### config.mk
export PLATFORM = sky130hd
export DESIGN_NAME = sound_i2s_tx
export DESIGN_NICKNAME = d
export VERILOG_FILES = /design/src/rtl/sound_i2s_tx.sv
export SDC_FILE = /design/constraint.sdc
export NUM_CORES = 1
export LEC_CHECK = 0
export CAP_MARGIN = 20
export CORE_ASPECT_RATIO = 1.25
export CORE_MARGIN = 5
export CORE_UTILIZATION = 35
export DETAILED_ROUTE_END_ITERATION = 16
export PLACE_DENSITY_LB_ADDON = 0.05
export SYNTH_ARGS = -nofsm -noshare
export SYNTH_HDL_FRONTEND = slang
export SYNTH_SLANG_ARGS = --single-unit
### constraint.sdc
create_clock -name clk -period 2.77 [get_ports clk]
set_clock_uncertainty 0.15 [all_clocks]
set_input_delay 0.554 -clock clk [delete_from_list [all_inputs] [get_ports clk]]
set_output_delay 0.554 -clock clk [all_outputs]
set_load 0.01 [all_outputs]
### src/rtl/sound_i2s_tx.sv
// sound_i2s_tx: serial audio transmitter for the sound block's 20-bit
// left/right mixer outputs. Latches both channels once per frame and
// shifts them MSB-first on a 3-wire I2S link (bclk, lrck, sdata).
// Optional macro SOUND_I2S_LJ_EN selects left-justified format
// (no one-bit delay, lrck high for the left slot); the default build
// is standard I2S.
module sound_i2s_tx #(
  parameter int unsigned CLK_DIV      = 1,
  parameter int unsigned SAMPLE_WIDTH = 20,
  parameter int unsigned SLOT_WIDTH   = 32
) (
  input  logic                    clk,
  input  logic                    rst,
  input  logic [SAMPLE_WIDTH-1:0] left,
  input  logic [SAMPLE_WIDTH-1:0] right,
  output logic                    sample_strobe,
  output logic                    i2s_bclk,
  output logic                    i2s_lrck,
  output logic                    i2s_sdata
);

  localparam int unsigned DIV_W = (CLK_DIV > 1) ? $clog2(CLK_DIV) : 1;
  localparam int unsigned CNT_W = $clog2(2 * SLOT_WIDTH);

  localparam logic [DIV_W-1:0] DIV_LAST = DIV_W'(CLK_DIV - 1);
  localparam logic [CNT_W-1:0] CNT_LAST = CNT_W'(2 * SLOT_WIDTH - 1);
  localparam logic [CNT_W-1:0] SLOT_CNT = CNT_W'(SLOT_WIDTH);
  localparam logic [CNT_W-1:0] SW_CNT   = CNT_W'(SAMPLE_WIDTH);
  localparam logic [CNT_W-1:0] SW_M1    = CNT_W'(SAMPLE_WIDTH - 1);

`ifdef SOUND_I2S_LJ_EN
  localparam logic LRCK_LEFT = 1'b1;
`else
  localparam logic LRCK_LEFT = 1'b0;
`endif
  // Reset parks the link in the last bit of the right slot, so lrck
  // idles at the right-slot level for either format.
  localparam logic LRCK_RST = ~LRCK_LEFT;

  logic [DIV_W-1:0]        div_cnt_q,    div_cnt_d;
  logic                    bclk_q,       bclk_d;
  logic [CNT_W-1:0]        bit_cnt_q,    bit_cnt_d;
  logic                    lrck_q,       lrck_d;
  logic                    sdata_q,      sdata_d;
  logic                    strobe_q,     strobe_d;
  logic [SAMPLE_WIDTH-1:0] left_hold_q,  left_hold_d;
  logic [SAMPLE_WIDTH-1:0] right_hold_q, right_hold_d;

  logic                    bclk_toggle;
  logic                    bclk_fall;
  logic                    frame_start;
  logic                    right_slot;
  logic [CNT_W-1:0]        slot_k;
  logic [SAMPLE_WIDTH-1:0] slot_word;
  logic [SAMPLE_WIDTH-1:0] slot_shift;
  logic                    bit_val;

  // Clock divider: toggles bclk every CLK_DIV clk cycles.
  always_comb begin
    bclk_toggle = (div_cnt_q == DIV_LAST);
    div_cnt_d   = bclk_toggle ? '0 : div_cnt_q + 1'b1;
    bclk_d      = bclk_q ^ bclk_toggle;
    bclk_fall   = bclk_toggle & bclk_q;
  end

  // Bit counter advances on bclk falls; wrap to 0 starts a frame and
  // latches both channel samples.
  always_comb begin
    bit_cnt_d   = bit_cnt_q;
    frame_start = 1'b0;
    if (bclk_fall) begin
      if (bit_cnt_q == CNT_LAST) begin
        bit_cnt_d   = '0;
        frame_start = 1'b1;
      end else begin
        bit_cnt_d = bit_cnt_q + 1'b1;
      end
    end
    left_hold_d  = frame_start ? left  : left_hold_q;
    right_hold_d = frame_start ? right : right_hold_q;
    strobe_d     = frame_start;
  end

  // Serializer: lrck/sdata follow the new bit count on each bclk fall.
  // The *_hold_d values are used so that the bit emitted on the frame-start
  // fall already reflects the freshly latched sample.
  always_comb begin
    right_slot = (bit_cnt_d >= SLOT_CNT);
    slot_k     = right_slot ? (bit_cnt_d - SLOT_CNT) : bit_cnt_d;
    slot_word  = right_slot ? right_hold_d : left_hold_d;
    slot_shift = '0;
    bit_val    = 1'b0;
`ifdef SOUND_I2S_LJ_EN
    if (slot_k < SW_CNT) begin
      slot_shift = slot_word >> (SW_M1 - slot_k);
      bit_val    = slot_shift[0];
    end
`else
    if ((slot_k != '0) && (slot_k <= SW_CNT)) begin
      slot_shift = slot_word >> (SW_CNT - slot_k);
      bit_val    = slot_shift[0];
    end
`endif
    lrck_d  = lrck_q;
    sdata_d = sdata_q;
    if (bclk_fall) begin
      lrck_d  = right_slot ? ~LRCK_LEFT : LRCK_LEFT;
      sdata_d = bit_val;
    end
  end

  // State registers with synchronous reset.
  always_ff @(posedge clk) begin
    if (rst) begin
      div_cnt_q    <= '0;
      bclk_q       <= 1'b0;
      bit_cnt_q    <= CNT_LAST;
      lrck_q       <= LRCK_RST;
      sdata_q      <= 1'b0;
      strobe_q     <= 1'b0;
      left_hold_q  <= '0;
      right_hold_q <= '0;
    end else begin
      div_cnt_q    <= div_cnt_d;
      bclk_q       <= bclk_d;
      bit_cnt_q    <= bit_cnt_d;
      lrck_q       <= lrck_d;
      sdata_q      <= sdata_d;
      strobe_q     <= strobe_d;
      left_hold_q  <= left_hold_d;
      right_hold_q <= right_hold_d;
    end
  end

  assign sample_strobe = strobe_q;
  assign i2s_bclk      = bclk_q;
  assign i2s_lrck      = lrck_q;
  assign i2s_sdata     = sdata_q;

endmodule

Word-level counts from Yosys, hierarchy flattened
Index checks and enable logic that the tools add are counted.
{"block": "word_totals", "input_bits": 42, "wordCells": 32, "register_bits": 51}
{"block": "classes", "n_reduce_logical": 3, "shifts": 1, "mux": 10, "bitwise": 3, "n_eq_ne": 1, "n_addsub": 4, "n_lt_le_gt_ge": 2}
{"op": "two-way mux 20 bit", "n": 3}
{"op": "right shift 20 x 6 -> 1 bit", "n": 1}
{"op": "two-way mux 6 bit", "n": 3}
{"op": "adder 6 x 1 -> 6 bit, second input constant", "n": 1}
{"op": "equality test 6 bit, second input constant", "n": 1}
{"op": ">= comparator 6 bit, second input constant", "n": 1}
{"op": "less-or-equal comparator 6 x 5 -> 1 bit, second input constant", "n": 1}
{"op": "nonzero test 6 bit", "n": 1}
{"op": "subtractor 5 x 6 -> 6 bit, first input constant", "n": 1}
{"op": "subtractor 6 bit, second input constant", "n": 1}
{"op": "two-way mux 1 bit", "n": 4}
{"op": "OR reduction 2 bit", "n": 1}
{"op": "adder 1 bit, second input constant", "n": 1}
{"op": "AND 1 bit", "n": 1}
{"op": "logical AND 1 bit", "n": 1}
{"op": "inverter 1 bit", "n": 1}
{"op": "XOR 1 bit", "n": 1}

Logic depth before layout (Yosys ltp)
Gate-level depths: netlist of run 1.
{"block": "logic_depth", "depth_word": 8, "depth_mapped": 14, "depth_no_buf": 13}

Least setup slack after synthesis of run 1
No wires, ideal clock.
{"block": "synth_path", "kind": "register -> register", "startpoint": "reg bit_cnt_q[0]", "endpoint": "reg sdata_q, in the netlist i2s_sdata", "arrival_time_ns": 2.482, "setup_time_ns": 0.125, "t_required_ns": 2.495, "path_slack_ns": 0.013, "synth_period_minus_slack_ns": 2.757, "stages_incl_launch_ff": 14, "cell_sequence": "dfxtp_1 -> ha_1 -> buf_2 -> and3_1 -> buf_2 -> a21boi_2 -> inv_2 -> ha_1 -> clkbuf_1 -> o311ai_1 -> a221oi_1 -> o22ai_1 -> a31oi_1 -> a31oi_1"}
{"block": "synth_via", "elab_chain_cells": 8, "elab_cells_between_ends": 18, "cone_classes": "3 x add/sub; 2 x order compare; 1 x eq/ne; 1 x shift; 9 x mux; 2 x reduce/logical"}
{"item": "start: declaration", "line": "42", "source": "logic [CNT_W-1:0] bit_cnt_q, bit_cnt_d;"}
{"item": "start signal: assignment", "line": "126", "source": "bit_cnt_q <= bit_cnt_d;"}
{"item": "adder 6 x 1 -> 6 bit or equality test 6 bit (tied branches)", "line": "76, 72"}
{"item": "two-way mux 6 bit", "line": "72", "source": "if (bit_cnt_q == CNT_LAST) begin"}
{"item": "two-way mux 6 bit", "line": "71", "source": "if (bclk_fall) begin"}
{"item": "subtractor 6 bit or >= comparator 6 bit (tied branches)", "line": "89, 88"}
{"item": "two-way mux 6 bit", "line": "89", "source": "slot_k = right_slot ? (bit_cnt_d - SLOT_CNT) : bit_cnt_d;"}
{"item": "subtractor 5 x 6 -> 6 bit, or another cell as far along", "line": "100", "source": "slot_shift = slot_word >> (SW_CNT - slot_k);"}
{"item": "right shift 20 x 6 -> 1 bit or logical AND 1 bit (tied branches)", "line": "100, 99"}
{"item": "two-way mux 1 bit *", "line": "99", "source": "if ((slot_k != '0) && (slot_k <= SW_CNT)) begin"}
{"item": "end signal: assignment", "line": "128", "source": "sdata_q <= sdata_d;"}
{"item": "end: declaration", "line": "44", "source": "logic sdata_q, sdata_d;"}
Mark *: on every way between the ends. The rest lies on a longest branch, timed or not.
A chain may end at the register's enable or synchronous reset.

Worst setup path after layout of run 1
{"block": "layout_path", "startpoint": "reg bclk_q, in the netlist i2s_bclk", "endpoint": "reg sdata_q, in the netlist i2s_sdata"}
{"block": "layout_via", "elab_chain_cells": 7, "elab_cells_between_ends": 15, "cone_classes": "2 x add/sub; 2 x order compare; 1 x shift; 7 x mux; 1 x bitwise; 2 x reduce/logical"}
{"item": "start: declaration", "line": "41", "source": "logic bclk_q, bclk_d;"}
{"item": "start signal: assignment", "line": "125", "source": "bclk_q <= bclk_d;"}
{"item": "AND 1 bit *", "line": "63", "source": "bclk_fall = bclk_toggle & bclk_q;"}
{"item": "two-way mux 6 bit", "line": "71"}
{"item": "subtractor 6 bit or >= comparator 6 bit (tied branches)", "line": "89, 88"}
{"item": "two-way mux 6 bit", "line": "89"}
{"item": "subtractor 5 x 6 -> 6 bit, or another cell as far along", "line": "100"}
{"item": "right shift 20 x 6 -> 1 bit or logical AND 1 bit (tied branches)", "line": "100, 99"}
{"item": "two-way mux 1 bit", "line": "99"}
Marked as above.

==> impl_metrics.csv, run 1 <==
group,metric,value,unit
run_status,outcome,"finished, final reports clean",
sta,period_share,92.6,%
flow_run,cap_violations,0,
cells_and_area,filler_cell_count,840,
placement,placed_cells,532,
pwr,ir_worst_vdd,0.203,mV
clock_tree,cts_hold_buf,0,
drt,routed_wl,9380,um
logic_synthesis,synthXorXnorAreaFrac,1.54,%
logic_synthesis,synth_seq_cells,51,
logic_synthesis,synth-edff-count,0,
critical_path,required,2.81,ns
logic_synthesis,syn_inst,388,
critical_path,crit_top_cell,"a31oi_1",
pwr,leakagePower,1.34,nW
pwr,p_int,1.36,mW
cells_and_area,fin_nets,489,
drt,drc_errors,0,
clock_tree,h-tree-depth,2,
placement,io_buffer_count,45,
sta,setup_viol,0,
logic_synthesis,yosys.area_share.adder,1.32,%
pwr,power-per-cell-area,555,nW/um^2
logic_synthesis,async_flop_share,0,%
sta,slew_headroom,64.5,%
placement,place_congestion,0.923,
critical_path,crit_slowest_cell,"dfxtp_1",
hold_path,worstHoldStart,"right_hold_q[15]$_SDFF_PP0_",
die,die_h,111,um
drt,antenna_left,0,
global_routing,grt_pass1_vias,2849,
cells_and_area,num_antenna_cells,0,
critical_path,crit_chain,"ha_4 > buf_4 > mux2i_2 > ha_2 > a31oi_1 > o31ai_1 > a221oi_1 > o22ai_1 > a31oi_1 > a31oi_1",
sta,fmax,390,MHz
sta,worstMarginPinSlew,0.532,ns
critical_path,r2r_end,"i2s_sdata$_SDFFE_PP0N_",
pwr,seqPwrFrac,40.1,%
sta,hold_viol_final,0,
hold_path,hold_depth,2,
logic_synthesis,synthesis.nets,433,
logic_synthesis,synth_area_leader_cell,"dfxtp_1",
pwr,finalPower,2.04,mW
cells_and_area,fin_area,3680,um^2
logic_synthesis,synth_area,2850,um^2
sta,period_needed,2.57,ns
logic_synthesis,synth_top_cell_area_share,35.8,%
logic_synthesis,yosys-top-cells-area,"dfxtp_1 36%, nand2_1 13%, a21oi_1 10%",
drt,drt_iter0_markers,168,
critical_path,r2r_cells,10,
sta,rsz0062_at_grt,"no",
critical_path,crit_buf_inv,1,
logic_synthesis,synth_warnings,0,
die,start_util,36.1,%
global_routing,grt.total_usage,18.3,%
critical_path,worstSetupPathType,"flop to flop",
die,pin_count,46,
critical_path,cp-end-kind,"flop",
pwr,p_clk_share,25.4,%
clock_tree,cts.sinks,51,
critical_path,reg2reg_slack,0.20,ns
logic_synthesis,synth_top_family_by_area,"simple AND/OR/NAND/NOR gates",
die,coreArea,7880,um^2
logic_synthesis,synth_compound_area_share,26.4,%
pwr,p_sw,0.678,mW
clock_tree,insertion_delay,0.30,ns
critical_path,crit_arrival,2.61,ns
clock_tree,clock-root-buffer,"clkbuf_8",
die,rows,36,
logic_synthesis,seq_area_frac_synth,35.8,%
placement,place_area,3560,um^2
pwr,comb_power_share,34.5,%
logic_synthesis,ys.flop_type,"dfxtp_1",
logic_synthesis,synthMuxAreaShare,3.29,%
sta,slew_violations,0,
clock_tree,cts_buffers,5,
clock_tree,clk_pin_slew,0.09,ns
drt,firstDrtPassIters,5,
critical_path,cpLargestDelayFamily,"compound AO/OA/AOI/OAI gates",
clock_tree,cts_buffer_depth,2,
cells_and_area,instances_no_fill,539,
hold_path,hold_class,"flop to flop",
logic_synthesis,postSynthAreaPerCell,7.34,um^2
cells_and_area,fin_util,46.7,%
critical_path,reg2reg_from,"i2s_bclk$_SDFF_PP0_",
drt,dr_total_vias,2946,
global_routing,antenna_found_initial,0,
logic_synthesis,yosys.area_share.simple,26.8,%
clock_tree,cts_resized,1,
placement,hpwl,7070,um
critical_path,start_kind,"flop",
clock_tree,cts_setup_buffers,0,
drt,vias_per_cell,5.47,
drt,avgRoutedWirePerCell,17.4,um
die,die_area,10100,um^2
critical_path,critPathMaxStageDelay,0.38,ns
cells_and_area,synthToLayoutAreaGrowth,29.2,%
global_routing,grt-ovfl-total,0,
global_routing,grt_max_degree,40,
cells_and_area,drive_gt1_share,12.6,%
pwr,sw_frac_of_total,33.2,%
critical_path,worst-path-max-fanout,11,
logic_synthesis,synth.distinct_cells,59,
global_routing,grt_pass1_wl,15000,um
die,die_w,90.7,um
hold_path,min_to,"right_hold_q[15]$_SDFF_PP0_",
clock_tree,tritoncts,"done",
## Yosys cell counts, types with 2 or more instances
master and n:
and2_1 2, nand3_1 4, or2_2 2, o31ai_1 3, mux2_2 3, a21oi_1 57
dfxtp_1 51, o21ai_0 14, o21a_1 4, buf_2 8, mux2i_1 6, buf_4 3
nor2_1 20, xor2_1 2, nand4_1 3, and3_1 6, o221ai_1 3, o21bai_1 3
o32ai_1 2, nand2b_1 3, nor3_1 8, o22ai_1 8, or3_1 2, nand2_1 96
clkbuf_1 16, a211oi_1 7, nor2b_1 3, nor3b_1 3, nand3b_1 4, a31oi_1 6
xnor2_1 3, nor4_1 4, ha_1 3
## registers in the layout (all words and copies together) (netlist names)
signal         flops
right_hold_q      20
i2s_sdata          1
left_hold_q       20
bit_cnt_q          6
div_cnt_q          1
sample_strobe      1
i2s_lrck           1
i2s_bclk           1
## kinds of logic (layout without fill, tap and decap cells)
logic type,after synthesis,in the layout
simple gates,167,167
fa+ha+maj,3,3
xor+xnor,5,5
other cells,1,1
flops,51,51
mux,9,9
compound gates,122,122
buf+inv,30,86
## power groups by stage
stage / registers [mW] / clock network (mW) / logic, mW
after global placement: 0.834 / 0 / 0.698
after floorplan: 0.815 / 0 / 0.431
final: 0.819 / 0.518 / 0.704
after detailed placement: 0.835 / 0 / 0.693
after global routing: 0.825 / 0.562 / 0.776
after CTS: 0.819 / 0.536 / 0.698
## through the flow
step	setup WS (ns)	setup TNS, ns	hold WS [ns]
floorplan	0.0127	0	0.283
global placement	0.0525	0	0.296
detailed placement	-0.0120	-0.0120	0.298
CTS	0.0673	0	0.314
global route	0.00851	0	0.324
finish	0.205	0	0.313
## routing by layer
metal  global-route usage, %  routed length, um  up-vias
met5                       0                  0        -
met4                    5.26                170        0
met3                    3.19                442       11
met2                    31.6               4720       87
met1                    23.0               4040     1359
li1                        -                  -     1489
## tightest hold or removal path, delay by kind of cell (launching register included)
family             cells  cell delay, ns
and+or+nand+nor        1            0.05
AOI/OAI and AO/OA      1            0.05
DFF                    1            0.32
## cell type report
type / instances / area, um^2 / area share, %
tap: 95 / 119 / 3.23
clock buffer: 6 / 72.6 / 1.97
inverter: 2 / 7.51 / 0.204
timing repair buffer: 77 / 711 / 19.3
clock inverter: 1 / 30.0 / 0.816
sequential: 51 / 1020 / 27.7
multi-input combinational: 307 / 1720 / 46.7
## placed cells by master, fill, tap and decap left out, types with 4 or more instances in the layout
cell type        instances
a211oi_1                 7
a21oi_1                 57
a31oi_1                  6
and3_1                   6
buf_4                   30
clkbuf_8                 5
clkdlybuf4s50_1         44
dfxtp_1                 51
mux2i_1                  5
nand2_1                 96
nand3_1                  4
nand3b_1                 4
nor2_1                  20
nor3_1                   8
nor4_1                   4
o21a_1                   4
o21ai_0                 14
o22ai_1                  8
## worst max path at each step
stage,startpoint,slack [ns],to,cells after the start
2_1_floorplan,bit_cnt_q[0]$_SDFF_PP1_,0.01,i2s_sdata$_SDFFE_PP0N_,13
3_3_place_gp,div_cnt_q$_SDFF_PP0_,0.05,i2s_sdata$_SDFFE_PP0N_,11
3_5_place_dp,i2s_bclk$_SDFF_PP0_,-0.01,i2s_sdata$_SDFFE_PP0N_,10
4_1_cts,i2s_bclk$_SDFF_PP0_,0.07,i2s_sdata$_SDFFE_PP0N_,10
5_1_grt,bit_cnt_q[0]$_SDFF_PP1_,0.009,i2s_sdata$_SDFFE_PP0N_,11
6_report,i2s_bclk$_SDFF_PP0_,0.20,i2s_sdata$_SDFFE_PP0N_,10
(Power assumes the default switching activity.)
==> run 2: changes to the inputs <==
MAX_ROUTING_LAYER = met4   (was unset)
clock period = 2.8 ns   (was 2.77 ns; I/O delays follow)
==> impl_metrics.csv, run 2 (synthesis gave the netlist of run 1 again) <==
group,metric,value,unit
clock_tree,cts_buffer_depth,2,
run_status,outcome,"finished, final reports clean",
clock_tree,insertion_delay,0.31,ns
critical_path,endpoint,"i2s_sdata$_SDFFE_PP0N_",
critical_path,crit_buf_inv,2,
drt,firstDrtPassIters,4,
die,pin_count,46,
drt,antenna_left,0,
global_routing,antenna_found_initial,0,
global_routing,grt_pass1_vias,2808,
critical_path,required,2.84,ns
die,rows,36,
pwr,finalPower,1.89,mW
critical_path,crit_cells,11,
clock_tree,clock-root-buffer,"clkbuf_8",
sta,slew_violations,0,
critical_path,crit_arrival,2.58,ns
sta,rsz0062_at_grt,"no",
pwr,power-per-cell-area,529,nW/um^2
critical_path,r2r_cells,11,
global_routing,grt-ovfl-total,0,
die,die_w,90.7,um
critical_path,worst-path-max-fanout,16,
hold_path,hold_class,"flop to flop",
clock_tree,cts_hold_buf,0,
drt,drc_errors,0,
sta,period_needed,2.54,ns
drt,routed_wl,9120,um
drt,dr_total_vias,2902,
global_routing,grt_pass1_wl,15000,um
critical_path,cp-end-kind,"flop",
pwr,comb_power_share,35.8,%
critical_path,reg2reg_from,"i2s_bclk$_SDFF_PP0_",
die,start_util,36.1,%
drt,drt_iter0_markers,184,
pwr,sw_frac_of_total,34.9,%
sta,hold_slack,0.314,ns
pwr,leakagePower,1.27,nW
clock_tree,tritoncts,"done",
critical_path,critPathMaxStageDelay,0.38,ns
global_routing,grt_max_degree,52,
global_routing,grt.total_usage,18.7,%
clock_tree,clk_pin_slew,0.09,ns
critical_path,r2r_end,"i2s_sdata$_SDFFE_PP0N_",
clock_tree,cts.sinks,51,
critical_path,reg2reg_slack,0.26,ns
die,die_area,10100,um^2
cells_and_area,synthToLayoutAreaGrowth,25.8,%
clock_tree,h-tree-depth,2,
cells_and_area,num_antenna_cells,0,
clock_tree,cts_buffers,5,
sta,period_share,90.7,%
critical_path,cpLargestDelayFamily,"compound AO/OA/AOI/OAI gates",
pwr,p_clk_share,21.5,%
pwr,p_int,1.23,mW
sta,tns,0,ns
critical_path,crit_chain,"ha_4 > buf_4 > and4_1 > buf_4 > nand4_1 > o22ai_1 > o311ai_1 > a221oi_1 > o22ai_1 > a31oi_1 > a31oi_1",
cells_and_area,final_cell_mix,"96 x nand2_1, 57 x a21oi_1, 49 x dfxtp_1",
sta,hold_viol_final,0,
placement,place_congestion,0.916,
flow_run,cap_violations,0,
pwr,seqPwrFrac,42.7,%
cells_and_area,reg_top3,"left_hold_q x20, right_hold_q x20, bit_cnt_q x6",
placement,hpwl,6560,um
drt,avgRoutedWirePerCell,17.2,um
pwr,ir_worst_vdd,0.192,mV
drt,vias_per_cell,5.49,
sta,worstMarginPinSlew,0.913,ns
die,die_h,111,um
critical_path,worstSetupPathType,"flop to flop",
critical_path,crit_slowest_cell,"dfxtp_1",
critical_path,crit_start,"i2s_bclk$_SDFF_PP0_",
sta,slew_headroom,39.2,%
critical_path,start_kind,"flop",
sta,setup_viol,0,
clock_tree,cts_setup_buffers,0,
sta,fmax,394,MHz
die,coreArea,7880,um^2
cells_and_area,layout_commonest_cell,"nand2_1",
pwr,p_sw,0.661,mW
cells_and_area,fin_nets,480,
cells_and_area,drive_gt1_share,11.3,%
placement,io_buffer_count,45,
[run 2: cell types whose count changed in the layout (fill, tap and decap cells not counted), moves of 2 or more]
cell	previous run	this run
dfxtp_2	0	2
buf_4	30	23
buf_12	2	0
ha_2	2	0
dfxtp_1	51	49
[run 2: power by group through the flow]
stage	clock network, mW	registers (mW)	logic, mW
2_1_floorplan	0	0.807	0.426
3_3_place_gp	0	0.823	0.655
3_5_place_dp	0	0.822	0.654
4_1_cts	0.431	0.806	0.659
5_1_grt	0.444	0.814	0.752
6_report	0.408	0.808	0.678
[run 2: repair_timing]
action	CTS	global route
resized for setup	1	8
setup endpoints to repair	1	1
pin swaps	0	2
[run 2: worst min-delay path, delay by kind of cell, from the launching register on]
kind,cells,cell delay [ns]
AO/OA/AOI/OAI,1,0.05
flip-flops,1,0.32
AND/OR/NAND/NOR,1,0.05
[run 2: through the flow]
stage | cells | setup slack, ns | utilization, % | cell area [um^2]
finish | 529 | 0.259 | 45.5 | 3580
global route | 529 | 0.0678 | 45.5 | 3580
CTS | 529 | 0.0769 | 45.0 | 3540
detailed placement | 523 | 0.00935 | 44.0 | 3460
global placement | 523 | -0.0417 | 44.0 | 3460
floorplan | 388 | 0.0427 | - | 2850
[run 2: how the worst min path moves through the flow]
stage	startpoint	to	slack, ns	cells after the start
detailed placement	right_hold_q[5]$_SDFF_PP0_	right_hold_q[5]$_SDFF_PP0_	0.30	2
global placement	right_hold_q[15]$_SDFF_PP0_	right_hold_q[15]$_SDFF_PP0_	0.29	2
global route	right_hold_q[5]$_SDFF_PP0_	right_hold_q[5]$_SDFF_PP0_	0.33	2
floorplan	right_hold_q[15]$_SDFF_PP0_	right_hold_q[15]$_SDFF_PP0_	0.28	2
CTS	right_hold_q[5]$_SDFF_PP0_	right_hold_q[5]$_SDFF_PP0_	0.31	2
finish	right_hold_q[15]$_SDFF_PP0_	right_hold_q[15]$_SDFF_PP0_	0.31	2
[run 2: routing by layer]
metal / part of all wire (%) / track usage (%) / routed length [um] / up-vias
li1: - / - / - / 1466
met1: 45 / 23.6 / 4070 / 1356
met2: 49 / 30.7 / 4490 / 69
met3: 4.7 / 2.85 / 429 / 11
met4: 1.5 / 5.76 / 133 / 0
met5: 0 / - / 0 / -
[run 2: cell type report]
type / instances / area (um^2)
fillers: 815 / 4300
multi-input cells: 307 / 1740
flip-flops and latches: 51 / 1020
repair buffers: 68 / 618
well taps: 95 / 119
clock buffers: 5 / 68.8
clock inverters: 1 / 7.51
inverters: 2 / 7.51
==> run 3: changes to the inputs <==
PLACE_DENSITY_LB_ADDON = 0.3   (was 0.05)
==> impl_metrics.csv, run 3 (synthesis gave the netlist of run 1 again) <==
group,metric,value,unit
sta,slew_violations,0,
sta,setup_slack,0.214,ns
cells_and_area,drive_gt1_share,11.6,%
sta,slew_headroom,64.6,%
drt,dr_total_vias,2939,
pwr,finalPower,2.09,mW
clock_tree,clk_pin_slew,0.10,ns
hold_path,worstHoldStart,"left_hold_q[17]$_SDFF_PP0_",
critical_path,worstSetupPathType,"flop to flop",
global_routing,grt_pass1_wl,14200,um
global_routing,grt-ovfl-total,0,
cells_and_area,instances_no_fill,533,
die,coreArea,7880,um^2
global_routing,grt_max_degree,40,
pwr,ir_worst_vdd,0.259,mV
critical_path,crit_arrival,2.68,ns
die,pin_count,46,
clock_tree,cts_setup_buffers,0,
sta,tns,0,ns
clock_tree,cts_buffers,5,
cells_and_area,fin_nets,482,
critical_path,r2r_cells,10,
run_status,outcome,"finished, final reports clean",
sta,rsz0062_at_grt,"no",
pwr,power-per-cell-area,575,nW/um^2
critical_path,worst-path-max-fanout,13,
sta,hold_viol_final,0,
flow_run,cap_violations,0,
cells_and_area,filler_cell_count,800,
drt,drc_errors,0,
drt,vias_per_cell,5.51,
die,die_h,111,um
global_routing,grt_pass1_vias,2818,
drt,firstDrtPassIters,5,
critical_path,cp-end-kind,"flop",
drt,antenna_left,0,
hold_path,hold_class,"flop to flop",
placement,hpwl,6400,um
clock_tree,cts_buffer_depth,2,
cells_and_area,fin_util,46.0,%
cells_and_area,layout_commonest_cell,"nand2_1",
die,die_w,90.7,um
global_routing,antenna_found_initial,0,
cells_and_area,final_cell_mix,"96 x nand2_1, 57 x a21oi_1, 50 x dfxtp_1",
clock_tree,insertion_delay,0.31,ns
clock_tree,tritoncts,"done",
placement,placed_cells,525,
drt,routed_wl,8520,um
placement,io_buffer_count,45,
cells_and_area,synthToLayoutAreaGrowth,27.4,%
drt,avgRoutedWirePerCell,16.0,um
pwr,leakagePower,1.30,nW
critical_path,crit_start,"i2s_bclk$_SDFF_PP0_",
clock_tree,cts.sinks,51,
sta,setup_viol,0,
placement,dp_slack,0.0145,ns
clock_tree,h-tree-depth,2,
die,die_area,10100,um^2
sta,fmax,387,MHz
drt,drt_iter0_markers,191,
cells_and_area,num_antenna_cells,0,
clock_tree,clock-root-buffer,"clkbuf_8",
sta,period_needed,2.59,ns
die,rows,36,
sta,worstMarginPinSlew,0.529,ns
critical_path,start_kind,"flop",
die,start_util,36.1,%
critical_path,reg2reg_from,"i2s_bclk$_SDFF_PP0_",
cells_and_area,reg_top3,"left_hold_q x20, right_hold_q x20, bit_cnt_q x6",
hold_path,hold_depth,2,
clock_tree,cts_hold_buf,0,
sta,period_share,92.3,%
global_routing,grt.total_usage,17.2,%
critical_path,required,2.89,ns
placement,place_congestion,0.967,
==> run 3: worst paths after layout <==
kind,to,slack (ns)
min,left_hold_q[17]$_SDFF_PP0_,0.31
min reg2reg,left_hold_q[17]$_SDFF_PP0_,0.31
max reg2reg,i2s_sdata$_SDFFE_PP0N_,0.21
max,i2s_sdata$_SDFFE_PP0N_,0.21
==> run 3: power breakdown <==
| group | total (mW) | internal (mW) | switching [mW] |
|---|---|---|---|
| Combinational | 0.666 | 0.300 | 0.366 |
| Sequential | 0.809 | 0.766 | 0.0431 |
| Clock | 0.612 | 0.356 | 0.256 |
| Total | 2.09 | 1.42 | 0.665 |
==> run 3: stage by stage <==
stage	hold slack (ns)	area, um^2
4_1_cts	0.313	3610
3_5_place_dp	0.299	3470
2_1_floorplan	0.283	2850
3_3_place_gp	0.294	3470
6_report	0.310	3630
5_1_grt	0.333	3630
==> run 3: layout make-up <==
type                            instances  area, um^2  share of cell area [%]
Tap cell                               95         119                    3.27
Multi-Input combinational cell        307        1710                    47.2
Inverter                                2        7.51                   0.207
Clock inverter                          3        67.6                    1.86
Clock buffer                            5        68.8                    1.90
Sequential cell                        51        1020                    28.2
Timing Repair Buffer                   70         633                    17.4
==> run 3: what timing repair did <==
action | 4_1_cts | 5_1_grt
setup endpoints to repair | 1 | 1
gates cloned | 0 | 0
gates resized for setup | 1 | 4
==> run 3: routing by layer <==
metal,vias to the layer above,GRT usage [%],routed length (um)
met4,0,6.45,214
li1,1477,-,-
met2,79,29.1,4230
met5,-,-,0
met3,22,1.90,359
met1,1361,20.9,3720
==> run 3: critical path: stages, from the launching register on <==
cell and delay, ns:
dfxtp_1 0.39, ha_4 0.23, buf_4 0.16, mux2i_1 0.25, ha_2 0.29, a31oi_1 0.11
nor3b_1 0.22, nor4_1 0.07, nor4bb_1 0.35, a31oi_1 0.13, a31oi_1 0.16
